**src/rtl/mbist_fail_counter.sv**
```systemverilog
// mbist_fail_counter: per-array sticky fail flag and saturating fail counter; ports rclk, cluster_grst_l, clear, enable, err -> sticky, cnt
module mbist_fail_counter #(
  parameter int FAIL_CNT_W = 4
) (
  input  logic rclk,
  input  logic cluster_grst_l,
  input  logic clear,
  input  logic enable,
  input  logic err,
  output logic sticky,
  output logic [FAIL_CNT_W-1:0] cnt
);
  always_ff @(posedge rclk) begin
    if (!cluster_grst_l || clear) begin
      sticky <= 1'b0;
      cnt <= '0;
    end else if (enable && err) begin
      sticky <= 1'b1;
      cnt <= &cnt ? cnt : cnt + FAIL_CNT_W'(1);
    end
  end
endmodule

```
**config.mk**
```make
export PLATFORM = sky130hd
export DESIGN_NAME = mbist_fail_counter
export DESIGN_NICKNAME = d
export VERILOG_FILES = /design/src/rtl/mbist_fail_counter.sv
export SDC_FILE = /design/constraint.sdc
export NUM_CORES = 1
export LEC_CHECK = 0
export BUFFER_PORTS_ARGS = -buffer_cell sky130_fd_sc_hd__buf_2
export CORE_AREA = 2 2 39 41
export DETAILED_ROUTE_END_ITERATION = 7
export DIE_AREA = 0 0 41 43
export PLACE_DENSITY = 0.39
export SLEW_MARGIN = 0
export SYNTH_ARGS = -nofsm -noshare
export SYNTH_HDL_FRONTEND = slang
export SYNTH_SLANG_ARGS = --single-unit
```
**constraint.sdc**
```tcl
create_clock -name rclk -period 3.8 [get_ports rclk]
set_clock_uncertainty 0.1 [all_clocks]
set_input_delay 0.57 -clock rclk [delete_from_list [all_inputs] [get_ports rclk]]
set_output_delay 0.57 -clock rclk [all_outputs]
set_load 0.02 [all_outputs]
```
## Word level (Yosys, flattened, before mapping)

Cells that the tools add are included.
Widths: inputs -> output; s select.

- Input port bits: 5
- Register bits: 5
- Logic and storage cells: 9

- Add/subtract/negate cells: 1
- Bitwise gates (word level): 1
- Reduce and logical (&&, ||, !) cells: 5

Operators by type and width:

| kind | count |
|---|---|
| $add 4x1->4 const B | 1 |
| $reduce_and 4->1 | 1 |
| $reduce_and 2->1 | 1 |
| $logic_and 1x1->1 | 1 |
| $logic_not 1->1 | 1 |
| $logic_or 1x1->1 | 1 |
| $not 1->1 | 1 |

## Depth between registers and ports, before layout

- Depth in word-level cells: 3
- Depth in mapped cells: 4
- Gate-level depth less buffers: 4

## Worst setup path before layout

No wires, ideal clock.

- Kind: flip-flop to flip-flop
- Start: register cnt[0]
- End: register cnt[0]
- Period minus slack after synthesis: 1421 ps
- Stages on the path, launching flop included: 5
- Slack: 2379 ps
- Data arrival time: 1252 ps
- Path through: dfxtp_1 > ha_1 > and3_4 > or3_1 > a21oi_1

- Longest elaborated chain between the ends: 3

RTL lines:

| item | line | text |
|---|---|---|
| start, declared | 11 | `output logic [FAIL_CNT_W-1:0] cnt` |
| start signal, assigned | 19 | `cnt <= &cnt ? cnt : cnt + FAIL_CNT_W'(1);` |
| parallel branches: the longest is 3 deep, another holds $add 4x1->4 | - |  |

Several ways; the timed one is not identified.
A chain may end at the register's enable or synchronous reset.

## Worst setup path in the final report

- Start: register cnt[2]
- End: output port cnt[2]

No word-level cell between the ends.

==> results.yml <==
run_status:
  status: "finished, final reports clean"
sta:
  slew_headroom_pct: 86.9
  rsz0062_at_grt: "no"
  hold_viol: 0
  max_freq_ghz: 0.660
  period_share_pct: 39.9
  setup_viol: 0
  tns_ns: 0
  final_period_minus_worst_setup_slack_ns: 1.52
  final_max_slew_viol_count: 0
  tightest_slew_ns: 0.196
global_routing:
  grt_first_pass_wirelength_um: 869
  antenna_found_initial: 0
  overflow: 0
  grt_max_degree: 7
  grt_util_all_layers_pct: 7.92
  grt_pass1_vias: 210
cells_and_area:
  num-fill-cells: 166
  n_antenna_cell: 0
  mostFrequentLayoutCells: "9 x buf_2, 5 x dfxtp_1, 3 x a21oi_1, 3 x clkbuf_4"
  final_common_cell: "buf_2"
  synthToLayoutAreaGrowth_pct: 39.7
  drive_gt1_share_pct: 36.8
  nets: 45
synth:
  synth_cells: 25
  synth-seq-cells: 5
  async_flop_share_pct: 0
  synth_ff_type: "dfxtp_1"
  synthesis.nets: 31
  ys_warn_count: 0
  synth_top_area_cell: "dfxtp_1"
  synth_edf_count: 0
  synth_area_um2: 230
  postSynthAreaPerCell_um2: 9.21
  ys_types: 17
  yosysSeqAreaShare_pct: 43.5
  netlist.area_leader.share_pct: 43.5
  ys_top_cells_by_area: "dfxtp_1 43%, a21oi_1 6.5%, ha_1 5.4%"
detailed_routing:
  wl_um: 564
  vias: 228
  drt_iter0_drc: 2
  antenna_left: 0
  wl_per_cell_um: 10.4
  dr.pass1.iters: 4
  via_per_inst: 4.22
  drc: 0
power:
  p_leak_uw: 0.000137
  irDropWorstVdd_mv: 0.136
  total_power_uw: 125
  powerDensity_nw_per_um2: 389
critical_path:
  required_ns: 3.13
  crit_start: "cnt[2]$_SDFFE_PP0P_"
  path_cells: "buf_2"
  crit_family: "flip-flops"
  r2r-start: "cnt[0]$_SDFFE_PP0P_"
  crit_path_top_delay_cell: "dfxtp_1"
  cp_max_fo: 6
  critical_path.endpoint_type: "primary output"
  cp_num_buf_inv: 1
  cp-start-kind: "register"
  cp.arrival_ns: 0.85
  critPathKind: "register to primary output"
  worst_path_largest_cell_delay_ns: 0.40
place:
  dp_hpwl_um: 407
  gp_congestion: 0.704
  io_buffers: 9
floorplan:
  die_x_um: 41
  core_um2: 1380
  start_util_pct: 16.6
  dieArea_um2: 1760
  die_h_um: 43
  row_count: 14
  pin_count: 10
clock_network:
  cts_buffers: 3
  clockBufferDepth: 2
  cts_resized: 0
  cts.clk_slew.worst_paths_ns: 0.04
  cts_tree: "done"
  clock-sinks: 5
  cts_setup_buffers: 0
  cts-root-buf: "clkbuf_4"
  clk_latency_ns: 0.24
  htree_num_levels: 1
  holdBufCountCts: 0
hold_path:
  min-delay-path-class: "register to register"
  hp-start: "sticky$_SDFFE_PP0P_"
job:
  drv_cap: 0
[registers in the layout, indices dropped and copies added (netlist names)]
name / flops
cnt: 4
sticky: 1
[area by class of cell]
class                      count  area, um^2  share of cell area (%)
tap                           16        20.0                    6.23
clock buffer                   4        26.3                    8.17
multi-input combinational     20         130                    40.5
timing repair buffer           9        45.0                    14.0
sequential                     5         100                    31.1
[cell families after synthesis]
kind of cell	share of synthesized area, %
AO/OA/AOI/OAI	21.7
adder cells (fa/ha/maj)	5.43
flip-flops	43.5
AND/OR/NAND/NOR	29.4
[routing by layer]
metal | wire length, um | share of wire [%] | up-vias | global-route usage [%]
met3 | 55 | 9.8 | 2 | 3.14
met4 | 8 | 1.4 | 0 | 8.00
li1 | - | - | 119 | -
met2 | 239 | 42 | 9 | 9.06
met5 | 0 | 0 | - | 0
met1 | 261 | 46 | 98 | 10.3
[path summary, 6_finish.rpt]
kind / depth (start not counted) / endpoint / slack [ns]
worst max register to register: 4 / cnt[0]$_SDFFE_PP0P_ / 2.41
worst min-delay path: 2 / sticky$_SDFFE_PP0P_ / 0.36
worst min register to register: 2 / sticky$_SDFFE_PP0P_ / 0.36
worst max-delay path: 1 / cnt[2] / 2.28
[metrics by stage]
stage                     instance area (um^2)  instances  setup WS, ns  hold WS [ns]  util, %
after floorplan                            230         25          2.38         0.455        -
after global placement                     295         50          2.37         0.352     21.3
after detailed placement                   295         50          2.36         0.363     21.3
after CTS                                  322         54          2.27         0.373     23.2
after global routing                       322         54          2.22         0.407     23.2
final                                      322         54          2.28         0.363     23.2
[where the power goes]
group	internal, uW	switching [uW]	total (uW)
clock network	39.8	22.8	62.5
logic	3.67	4.69	8.36
registers	53.4	0.692	54.1
total	96.9	28.2	125
[cells in the mapped netlist (2+ instances only)]
cell	n
dfxtp_1	5
a21oi_1	3
nor2_1	2
o21ai_0	2
No activity file was read; power rests on OpenSTA's default activity.
